`src/rtl/slip_timer_pkg.sv`:
```
// Shared types and helpers for the Slipstream interval timer sequencer.
package slip_timer_pkg;

   typedef enum logic [1:0] {
      ST_IDLE    = 2'd0,
      ST_LOADING = 2'd1,
      ST_RUNNING = 2'd2,
      ST_DONE    = 2'd3
   } timer_state_e;

   localparam logic MODE_ONESHOT  = 1'b0;
   localparam logic MODE_PERIODIC = 1'b1;

   // Widest counter the helper below can describe.
   localparam int MAX_WIDTH = 64;

   // All-ones pattern of the given width, zero-extended to MAX_WIDTH.
   function automatic logic [MAX_WIDTH-1:0] all_ones(input int width);
      logic [MAX_WIDTH-1:0] v;
      v = '0;
      for (int i = 0; i < MAX_WIDTH; i++) begin
         if (i < width) v[i] = 1'b1;
      end
      return v;
   endfunction

endpackage

```
`src/rtl/syncnt_datapath.sv`:
```
// Synchronous load/clear up-counter modelled on a chain of SYNCNT cells.
// Clear (active-high) beats load (active-low), which beats increment.
module syncnt_datapath #(
   parameter int WIDTH = 16
) (
   input  logic             i_clk,
   input  logic [WIDTH-1:0] i_d,
   input  logic             i_ldl,
   input  logic             i_clr,
   input  logic             i_inc,
   output logic [WIDTH-1:0] o_q
);

   logic [WIDTH-1:0] r_q;

   // Counter register with clear > load > increment priority.
   always_ff @(posedge i_clk) begin
      if (i_clr)
         r_q <= '0;
      else if (!i_ldl)
         r_q <= i_d;
      else if (i_inc)
         r_q <= r_q + WIDTH'(1);
   end

   assign o_q = r_q;

endmodule

```
`src/rtl/syncnt_timer_ctrl.sv`:
```
// Interval timer sequencer: owns the reload register and drives the
// counter datapath's LDL / CLR / INC controls.
//
//   state      | meaning
//   -----------+-----------------------------------------------------
//   ST_IDLE    | stopped, counter holds
//   ST_LOADING | one cycle with LDL low, counter takes the reload value
//   ST_RUNNING | counting CE ticks toward all-ones
//   ST_DONE    | one-shot expired, counter cleared, waiting for START
//
// Reset is routed through the datapath's synchronous clear so the counter
// needs no reset pin of its own.
module syncnt_timer_ctrl
   import slip_timer_pkg::*;
#(
   parameter int WIDTH = 16
) (
   input  logic             i_clk,
   input  logic             i_reset,
   input  logic [WIDTH-1:0] i_din,
   input  logic             i_wr_reload,
   input  logic             i_start,
   input  logic             i_stop,
   input  logic             i_mode,
   input  logic             i_ce,
   input  logic             i_clr_cnt,
   input  logic             i_irq_ack,
   output logic [WIDTH-1:0] o_count,
   output logic             o_tc,
   output logic             o_irq,
   output logic             o_busy
);

   timer_state_e r_state;
   timer_state_e w_next_state;

   logic [WIDTH-1:0]     r_reload;
   logic                 r_tc;
   logic                 r_irq;

   logic [WIDTH-1:0]     w_count;
   logic [MAX_WIDTH-1:0] w_count_ext;
   logic                 w_at_top;
   logic                 w_tick;
   logic                 w_expiry;
   logic                 w_ldl;
   logic                 w_clr;
   logic                 w_inc;

   // Zero-extend the count so it can be compared against the package mask.
   always_comb begin
      w_count_ext              = '0;
      w_count_ext[WIDTH-1:0]   = w_count;
   end

   assign w_at_top = (w_count_ext == all_ones(WIDTH));

   // A tick only counts while running and no START/STOP is taking over.
   assign w_tick   = (r_state == ST_RUNNING) && i_ce && !i_start && !i_stop;
   assign w_expiry = w_tick && w_at_top;

   // Next-state and datapath control decode.
   always_comb begin
      w_next_state = r_state;
      w_ldl        = 1'b1;
      w_clr        = 1'b0;
      w_inc        = 1'b0;

      case (r_state)
         ST_IDLE: begin
            w_next_state = ST_IDLE;
         end
         ST_LOADING: begin
            if (!i_stop) w_ldl = 1'b0;
            w_next_state = ST_RUNNING;
         end
         ST_RUNNING: begin
            if (w_expiry) begin
               if (i_mode == MODE_PERIODIC) begin
                  w_ldl = 1'b0;
               end else begin
                  w_clr        = 1'b1;
                  w_next_state = ST_DONE;
               end
            end else if (w_tick) begin
               w_inc = 1'b1;
            end
         end
         ST_DONE: begin
            w_next_state = ST_DONE;
         end
         default: begin
            w_next_state = ST_IDLE;
         end
      endcase

      if (i_start) w_next_state = ST_LOADING;
      if (i_stop)  w_next_state = ST_IDLE;

      // Explicit clear and reset both win over any load in the datapath.
      if (i_clr_cnt || i_reset) w_clr = 1'b1;
   end

   // State register.
   always_ff @(posedge i_clk) begin
      if (i_reset)
         r_state <= ST_IDLE;
      else
         r_state <= w_next_state;
   end

   // Reload register; a load on the same edge still sees the old value.
   always_ff @(posedge i_clk) begin
      if (i_reset)
         r_reload <= '0;
      else if (i_wr_reload)
         r_reload <= i_din;
   end

   // Terminal-count strobe and sticky interrupt; a new expiry beats the ack.
   always_ff @(posedge i_clk) begin
      if (i_reset) begin
         r_tc  <= 1'b0;
         r_irq <= 1'b0;
      end else begin
         r_tc <= w_expiry;
         if (w_expiry)
            r_irq <= 1'b1;
         else if (i_irq_ack)
            r_irq <= 1'b0;
      end
   end

   syncnt_datapath #(
      .WIDTH (WIDTH)
   ) u_datapath (
      .i_clk (i_clk),
      .i_d   (r_reload),
      .i_ldl (w_ldl),
      .i_clr (w_clr),
      .i_inc (w_inc),
      .o_q   (w_count)
   );

   assign o_count = w_count;
   assign o_tc    = r_tc;
   assign o_irq   = r_irq;
   assign o_busy  = (r_state == ST_LOADING) || (r_state == ST_RUNNING);

endmodule

```
`config.mk`:
```
export PLATFORM = sky130hd
export DESIGN_NAME = syncnt_timer_ctrl
export DESIGN_NICKNAME = d
export VERILOG_FILES = /design/src/rtl/slip_timer_pkg.sv /design/src/rtl/syncnt_datapath.sv /design/src/rtl/syncnt_timer_ctrl.sv
export SDC_FILE = /design/constraint.sdc
export NUM_CORES = 1
export LEC_CHECK = 0
export ABC_AREA = 1
export BUFFER_PORTS_ARGS = -buffer_cell sky130_fd_sc_hd__buf_2
export CORE_ASPECT_RATIO = 0.6
export CORE_UTILIZATION = 60
export CTS_BUF_LIST = sky130_fd_sc_hd__clkbuf_2
export DETAILED_ROUTE_END_ITERATION = 8
export PLACE_DENSITY = 0.92
export SYNTH_ARGS = -nofsm -noshare
export SYNTH_HDL_FRONTEND = slang
export SYNTH_SLANG_ARGS = --single-unit
```
`constraint.sdc`:
```
create_clock -name i_clk -period 5.22 [get_ports i_clk]
set_input_delay 0.261 -clock i_clk [delete_from_list [all_inputs] [get_ports i_clk]]
set_output_delay 0.261 -clock i_clk [all_outputs]
set_load 0.01 [all_outputs]
```
Word-level counts from Yosys, hierarchy flattened
Cells that the tools add are included.
{"block": "word_totals", "out_inout_bits": 19, "word_cells": 48, "inputBits": 25, "regBits": 36}
{"block": "classes", "n_reduce_logical": 14, "n_eq_ne": 9, "n_mux": 18, "n_addsub": 1}
{"cell": "$mux 16", "n": 2}
{"cell": "$add 16x1->16 const B", "n": 1}
{"cell": "$eq 16x16->1 const B", "n": 1}
{"cell": "$mux 1", "n": 12}
{"cell": "$pmux 2 s4", "n": 1}
{"cell": "$ne 2x2->1 const B", "n": 3}
{"cell": "$ne 3x3->1 const B", "n": 2}
{"cell": "$eq 2x2->1 const B", "n": 2}
{"cell": "$logic_and 1x1->1", "n": 4}
{"cell": "$mux 2", "n": 2}
{"cell": "$reduce_and 2->1", "n": 2}
{"cell": "$reduce_or 3->1", "n": 1}
{"cell": "$eq 2x1->1 const B", "n": 1}
{"cell": "$logic_not 1->1", "n": 2}
{"cell": "$logic_not 2->1", "n": 1}
{"cell": "$logic_or 1x1->1", "n": 2}
{"cell": "$pmux 1 s2", "n": 1}
{"cell": "$reduce_bool 2->1", "n": 1}
{"cell": "$reduce_or 2->1", "n": 1}

Longest topological paths before layout
Gate-level depths: netlist (run 1).
{"block": "logic_depth", "depth_word": 9, "ltp_mapped": 12, "ltp_nobuf": 11}

Hierarchy
Synthesis (run 1) repeated with hierarchy kept, for this count alone.
{"block": "unflattened", "cells_unflattened": 306, "hier_area_um2": 2010.7}
{"mod": "syncnt_datapath", "area_per_inst_um2": 1109.8, "seq_area_each_um2": 320.3, "cells_each": 179, "instances": 1}
{"mod": "syncnt_timer_ctrl", "area_per_inst_um2": 900.9, "seq_area_each_um2": 400.4, "cells_each": 127, "instances": 1}

Worst setup path before layout (run 1)
No wires, ideal clock.
{"block": "synth_timing", "path_kind": "register to register", "startpoint": "register u_datapath.r_q[0], in the netlist u_datapath.o_q[0]", "endpoint": "register u_datapath.r_q[7], in the netlist u_datapath.o_q[7]", "path_stages_with_launch": 12, "path_buffers": 1, "period_less_slack_ns": 1.767, "slack_ns": 3.453, "t_arrival_ns": 1.634, "cell_sequence": "dfxtp_1 -> ha_1 -> nand2_1 -> nor2_4 -> nand2_4 -> nor2_8 -> nand3_2 -> nand2_4 -> nand2_4 -> buf_2 -> nand3_1 -> a21oi_1"}
{"block": "synth_between", "elab_chain_cells": 5}
{"item": "start, declared", "line_no": "syncnt_datapath.sv:14", "text": "logic [WIDTH-1:0] r_q;"}
{"item": "start signal, assigned", "line_no": "syncnt_datapath.sv:21", "text": "r_q <= i_d;"}
{"item": "start signal, assigned", "line_no": "syncnt_datapath.sv:23", "text": "r_q <= r_q + WIDTH'(1);"}
{"item": "parallel branches: the longest is 5 deep, another holds $add 16x1->16"}
Parallel ways; which one is timed is not known. The select of a mux whose other input is x is not followed.
A chain may end at the register's enable or synchronous reset.

Final worst setup path (run 1)
{"block": "layout_timing", "startpoint": "register r_state[0]", "endpoint": "register u_datapath.r_q[8], in the netlist u_datapath.o_q[8]"}
{"block": "layout_between", "elab_chain_cells": 8}
{"item": "start, declared", "line_no": "syncnt_timer_ctrl.sv:34", "text": "timer_state_e r_state;"}
{"item": "start signal, assigned", "line_no": "syncnt_timer_ctrl.sv:109", "text": "r_state <= w_next_state;"}
{"item": "$eq 2x2->1", "line_no": "syncnt_timer_ctrl.sv:59, syncnt_timer_ctrl.sv:69"}
{"item": "$logic_and 1x1->1 (3 in a row)", "line_no": "syncnt_timer_ctrl.sv:59", "text": "assign w_tick = (r_state == ST_RUNNING) && i_ce && !i_start && !i_stop;"}
{"item": "$logic_and 1x1->1 or $mux 1 (tied branches)", "line_no": "syncnt_timer_ctrl.sv:60, syncnt_timer_ctrl.sv:85"}
{"item": "$mux 1", "line_no": "syncnt_timer_ctrl.sv:78", "text": "if (w_expiry) begin"}
{"item": "$pmux 1 s2 or $mux 1 (tied branches)", "line_no": "syncnt_timer_ctrl.sv:69", "text": "case (r_state)"}
{"item": "$ne 2x2->1 (no source line) (tied with other cells)"}
Parallel ways exist; a longest one is shown, timed or not.

==> results of run 1 <==
[worst max-delay path: stages (launching register included)]
cell and delay (ns):
dfxtp_1 0.44, inv_1 0.09, ha_1 0.30, a21boi_2 0.56
nand2_4 0.31, nand2_1 0.16, nand2_1 0.07, a21oi_1 0.13
[stage by stage]
step                      cells  power, mW
after floorplan             295      0.337
after global placement      370      0.356
after detailed placement    370      0.360
after CTS                   378      0.534
after global routing        378      0.556
final                       378      0.538
[cell type report]
cell class / instances / area, sq um
inverters: 25 / 93.8
multi-input cells: 224 / 1160
flip-flops and latches: 36 / 721
clock inverters: 2 / 35.0
repair buffers: 43 / 215
well taps: 42 / 52.6
fillers: 265 / 731
clock buffers: 6 / 30.0
[kinds of logic after synthesis]
logic type | synth area share [%]
and+or+nand+nor | 39.3
xor gates and xnor gates | 4.75
adders and majority gates | 3.09
DFF | 35.6
AOI/OAI and AO/OA | 10.2
buffers and inverters | 7.10
[Yosys cell counts (all sizes together)]
library cell | n | area, sq um
clkinv | 1 | 3.75
ha | 5 | 62.6
o21ai | 17 | 85.1
a21boi | 1 | 11.3
nand3b | 8 | 60.1
nand3 | 37 | 190
or2 | 2 | 12.5
dfxtp | 36 | 721
inv | 24 | 90.1
nand2 | 71 | 294
nand4 | 3 | 18.8
xor2 | 6 | 52.6
xnor2 | 5 | 43.8
nor2 | 45 | 210
clkbuf | 5 | 18.8
a31oi | 1 | 6.26
a21oi | 21 | 105
buf | 5 | 31.3
nor3 | 2 | 10.0
[layout by cell type (no fill, tap or decap), types with 2 or more instances in the layout]
cell	count
inv_2	3
nor2_1	40
nand2_4	3
nand4_1	3
buf_2	43
nor2_4	3
a21oi_1	21
xor2_1	6
xnor2_1	5
nand3_1	36
nand2_1	66
nand2_2	2
ha_1	5
clkbuf_2	6
or2_2	2
o21ai_0	17
nand3b_1	8
inv_1	21
dfxtp_1	36
nor3_1	2
[state kept, by name, indices dropped and copies added, names as in the netlist]
register / cells
u_datapath.o_q: 16
o_irq: 1
o_tc: 1
r_reload: 16
r_state: 2
[where the power goes]
part           switching (mW)  internal, mW  total (mW)  leakage, nW
sequential            0.00893         0.287       0.296        0.295
clock                   0.101        0.0824       0.183       0.0430
combinational          0.0357        0.0235      0.0592        0.748
[how the worst max path moves through the flow]
stage	slack, ns	cells past startpoint	end	startpoint
after floorplan	3.45	11	u_datapath.o_q[7]	u_datapath.o_q[0]
after global placement	3.30	10	u_datapath.o_q[1]	r_state[0]
after detailed placement	3.16	7	u_datapath.o_q[8]	r_state[0]
after CTS	3.13	7	u_datapath.o_q[8]	r_state[0]
after global routing	2.93	10	u_datapath.o_q[12]	r_state[0]
final	3.11	7	u_datapath.o_q[8]	r_state[0]
[routing by layer]
| metal | wire length (um) | vias up |
|---|---|---|
| li1 | - | 1034 |
| met1 | 2390 | 938 |
| met2 | 2170 | 112 |
| met3 | 493 | 5 |
| met4 | 40 | 0 |
| met5 | 0 | - |
==> metrics, run 1 <==
Tot GR Track Use=29.8%; Nets=365; reg2reg setup slack=3.11 ns; Initial Utilization=66.7%; Slew Limit Fails=0; outcome=finished, final reports clean; ANT cells=0; hold_ws=0.000854 ns; worst hold path endpoint=o_irq; pre-CTS worst setup slack=3.16 ns; WS Path Type=reg2reg; share of cells above drive strength 1=20.2%; IO Count=44; # clock sinks=36; met2 GRT Util=48.8%; net count of the mapped netlist=325; clock skew=0.0172 ns; Die W=77.0 um; worst r2r path cells=7; cell area after layout=2310 sq um; Hold Path Origin=i_reset; worst-margin pin slew=0.668 ns; synthesis-stage register bit count=36; crit path time final=2.11 ns; type of origin of the critical path=flop; setup_tns=0 ns; Post-Syn Instances=295; CTS Hold Bufs=0; r2r endpoint=u_datapath.o_q[8]; Setup-failing EPs final=0; Bufs on Longest Clock Path=2; largest net degree at the start of global routing=29; crit end category=flop; Pleak=1.09 nW; RSZ-0062 raised after global routing=false; WP data required=5.58 ns; vias in the first global route=1,725; CTS clk-pin slew, worst paths=0.20 ns; worst endpoint data arrival time=2.47 ns; Die Y=47.0 um; # port buffers=43; M1 GR Usage=39.5%; Routed WL per cell=13.5 um; hold crit path type=in2reg; slew margin rel.=55.2%; drc violations=0; synthesized area=2030 sq um; gr busiest metal=met2; P&R area growth vs syn=14.0%; Final ANT Viol Nets=0; routability cong.=0.853; antenna violations before repair=0; Routed WL=5090 um; final hold violations=0; post-synth cell types=27; fmax=0.474 GHz; Syn. warnings=0; Synth Area per Inst=6.87 sq um; clock root cell=clkbuf_2; Avg Vias per Cell=5.53; CTS buffer count=5; 1st-pass router iterations=5; CTS HTree Levels=2; core footprint=3040 sq um; Die ar.=3620 sq um; post-cts gate resize count=0; Power Dens Cells=233 nW/um^2; GR Overflow Total=0; DP HPWL=3790 um; Final period util=40.4%; CTS tree=done; Area after DPL=2240 sq um; via count=2,089; maximum VDD drop=0.167 mV; Post-CTS Setup Repair Bufs=0; met3 Track Usage GR=8.54%; post-synthesis sequential area ratio=35.6%; Skew-Pair Late Insertion Delay=0.42 ns; Max-Cap Viols=0; CP max FO=28; Final Worst Setup Slack=3.11 ns; Final Util=76.0%; num rows=15; RR Startpoint=r_state[0]; cell count of the worst hold path=2; DR iter-0 viols=299; wire length of the first global-routing pass=8050 um
No activity file was read; power rests on OpenSTA's default activity.
==> inputs of run 2 (changes only) <==
--- a/config.mk
+++ b/config.mk
@@ -8,10 +8,10 @@
 export ABC_AREA = 1
 export BUFFER_PORTS_ARGS = -buffer_cell sky130_fd_sc_hd__buf_2
 export CORE_ASPECT_RATIO = 0.6
-export CORE_UTILIZATION = 60
+export CORE_UTILIZATION = 51
 export CTS_BUF_LIST = sky130_fd_sc_hd__clkbuf_2
 export DETAILED_ROUTE_END_ITERATION = 8
-export PLACE_DENSITY = 0.92
+export PLACE_DENSITY = 0.84
 export SYNTH_ARGS = -nofsm -noshare
 export SYNTH_HDL_FRONTEND = slang
 export SYNTH_SLANG_ARGS = --single-unit
==> constraint.sdc (replaced) <==
create_clock -name i_clk -period 1.74 [get_ports i_clk]
set_input_delay 0.087 -clock i_clk [delete_from_list [all_inputs] [get_ports i_clk]]
set_output_delay 0.087 -clock i_clk [all_outputs]
set_load 0.01 [all_outputs]
==> run 2 against run 1 <==
Against the previous run: the run now ends with negative setup slack left; sequential cell count unchanged; combinational power grew to 4.6 times the previous value; first-iteration DRC count fell by 4.7%; maximum frequency increased by 19%; die area increased by 17%; final area up 30%; sequential share of layout area fell by 6.9 points; non-clock buffer count is 57 higher; global-route usage is 0.57 points lower; cell count up 17%; routed wire length rose by 39%.
==> metrics, run 2 (synthesis results as in run 1) <==
Skew-Pair Late Insertion Delay=0.40 ns (-0.02 ns); maximum VDD drop=0.413 mV (+150%); Routed WL per cell=16.1 um (+19%); Avg Vias per Cell=5.67 (+2.5%); fmax=0.563 GHz (+19%); WP data required=2.03 ns (-3.55 ns); CTS HTree Levels=2 (unchanged); final hold violations=0 (unchanged); P&R area growth vs syn=47.6%; Nets=423 (+16%); Cells after DPL=401 (+8.4%); Routed WL=7100 um (+39%); vias in the first global route=2,063 (+20%); CTS clk-pin slew, worst paths=0.18 ns (-0.02 ns); num rows=17 (+2); crit end category=flop; largest net degree at the start of global routing=29 (unchanged); # port buffers=43 (unchanged); RSZ-0062 raised after global routing=true; Final Worst Setup Slack=-0.0361 ns (-3.15 ns); Final ANT Viol Nets=0 (unchanged); CP max FO=8 (-71%); setup_tns=-0.128 ns (-0.128 ns); Bufs on Longest Clock Path=2 (unchanged); CTS buffer count=5 (unchanged); crit path time final=1.78 ns (-0.333 ns); outcome=complete, but fails checks; GR Overflow Total=0 (unchanged); core footprint=3740 sq um (+23%); Final period util=102% (+62 points); type of origin of the critical path=flop; worst setup path startpoint=u_datapath.o_q[1]; drc violations=0 (unchanged); Pleak=1.41 nW (+30%); Final Util=79.9% (+3.9 points); routability cong.=0.937 (+9.8%); Die ar.=4240 sq um (+17%); Die W=83.4 um (+8.2%); most frequent cells in the layout=nand2_1, buf_2, nor2_1, nand3_1, dfxtp_1; clock skew=0.0122 ns (-0.00494 ns); Hold Path Origin=i_wr_reload; IO Count=44 (unchanged); Setup-failing EPs final=9 (+9); share of cells above drive strength 1=33.0% (+13 points); most common cell after layout, fill and taps aside=nand2_1; DR iter-0 viols=285 (-4.7%); Multi-input gate area=1300 sq um (+12%); WS Path Type=reg2reg; wire length of the first global-routing pass=9630 um (+20%); worst endpoint data arrival time=2.07 ns (-0.40 ns); 1st-pass router iterations=5 (unchanged); pre-CTS worst setup slack=0.0398 ns (-3.12 ns); register area=727 sq um (+0.87%); Power Dens Cells=566 nW/um^2 (+140%); via count=2,504 (+20%); worst-margin pin slew=0.455 ns (-0.213 ns); # clock sinks=36 (unchanged); antenna violations before repair=1 (+1); Max-Cap Viols=0 (unchanged); slew margin rel.=69.5% (+14 points); RR Startpoint=u_datapath.o_q[1]; CTS tree=done; Tot GR Track Use=29.2% (-0.57 points); DP HPWL=4140 um (+9.2%); Fillers=241 (-9.1%); Die Y=50.8 um (+8.1%); final non-filler cell total=442 (+17%); hold crit path type=in2reg; violated checks=negative setup slack; Slew Limit Fails=0 (unchanged); clock root cell=clkbuf_2; Initial Utilization=54.1% (-13 points)
-- run 2: report_power, final --
part | leakage, nW | total [mW] | internal (mW) | switching (mW)
Combinational | 1.07 | 0.275 | 0.127 | 0.148
Clock | 0.0430 | 0.537 | 0.247 | 0.290
Sequential | 0.297 | 0.882 | 0.861 | 0.0205
Total | 1.41 | 1.69 | 1.24 | 0.458
-- run 2: routing by layer --
| metal | vias up | global-route usage [%] | wire length [um] |
|---|---|---|---|
| met1 | 1135 | 42.8 | 2920 |
| met4 | 0 | 6.32 | 214 |
| met2 | 181 | 44.4 | 3220 |
| met5 | - | 0 | 0 |
| met3 | 29 | 6.14 | 745 |
| li1 | 1159 | - | - |
-- run 2: final cells by class --
cell class / count / area share, %
Inverter: 25 / 3.22
Clock inverter: 2 / 1.17
Clock buffer: 6 / 1.00
Tap cell: 47 / 1.97
Antenna cell: 1 / 0.0836
Multi-Input combinational cell: 225 / 43.5
Timing Repair Buffer: 100 / 24.8
Sequential cell: 36 / 24.3
-- run 2: path summary, 6_finish.rpt --
check | endpoint | slack, ns | cells past startpoint
worst max register to register | u_datapath.o_q[5] | -0.04 | 11
worst min register to register | r_reload[1] | 0.48 | 2
worst min-delay path | r_reload[4] | 0.1 | 3
worst max-delay path | u_datapath.o_q[5] | -0.04 | 11
-- run 2: stage by stage --
stage	hold slack, ns	instance area (sq um)	power, mW
2_1_floorplan	0.156	2030	1.01
3_3_place_gp	0.288	2460	1.09
3_5_place_dp	0.305	2460	1.10
4_1_cts	0.0797	2750	1.66
5_1_grt	0.102	2990	1.77
6_report	0.0958	2990	1.69
-- run 2: critical path, stage by stage, from the launching register on --
cell,delay [ns]
dfxtp_2,0.40
ha_4,0.16
nand2_4,0.06
nor2_4,0.14
nand2_4,0.09
nor2_8,0.13
nand3_4,0.11
nand2_8,0.14
buf_12,0.13
nand3b_1,0.12
nand2_1,0.12
a21oi_1,0.08
-- run 2: timing repair --
item,4_1_cts,5_1_grt
hold buffers,21,0
buffers inserted,0,9
setup endpoints to repair,2,16
hold endpoints to repair,21,0
pin swaps,0,14
gates cloned,0,2
gates resized for setup,1,35
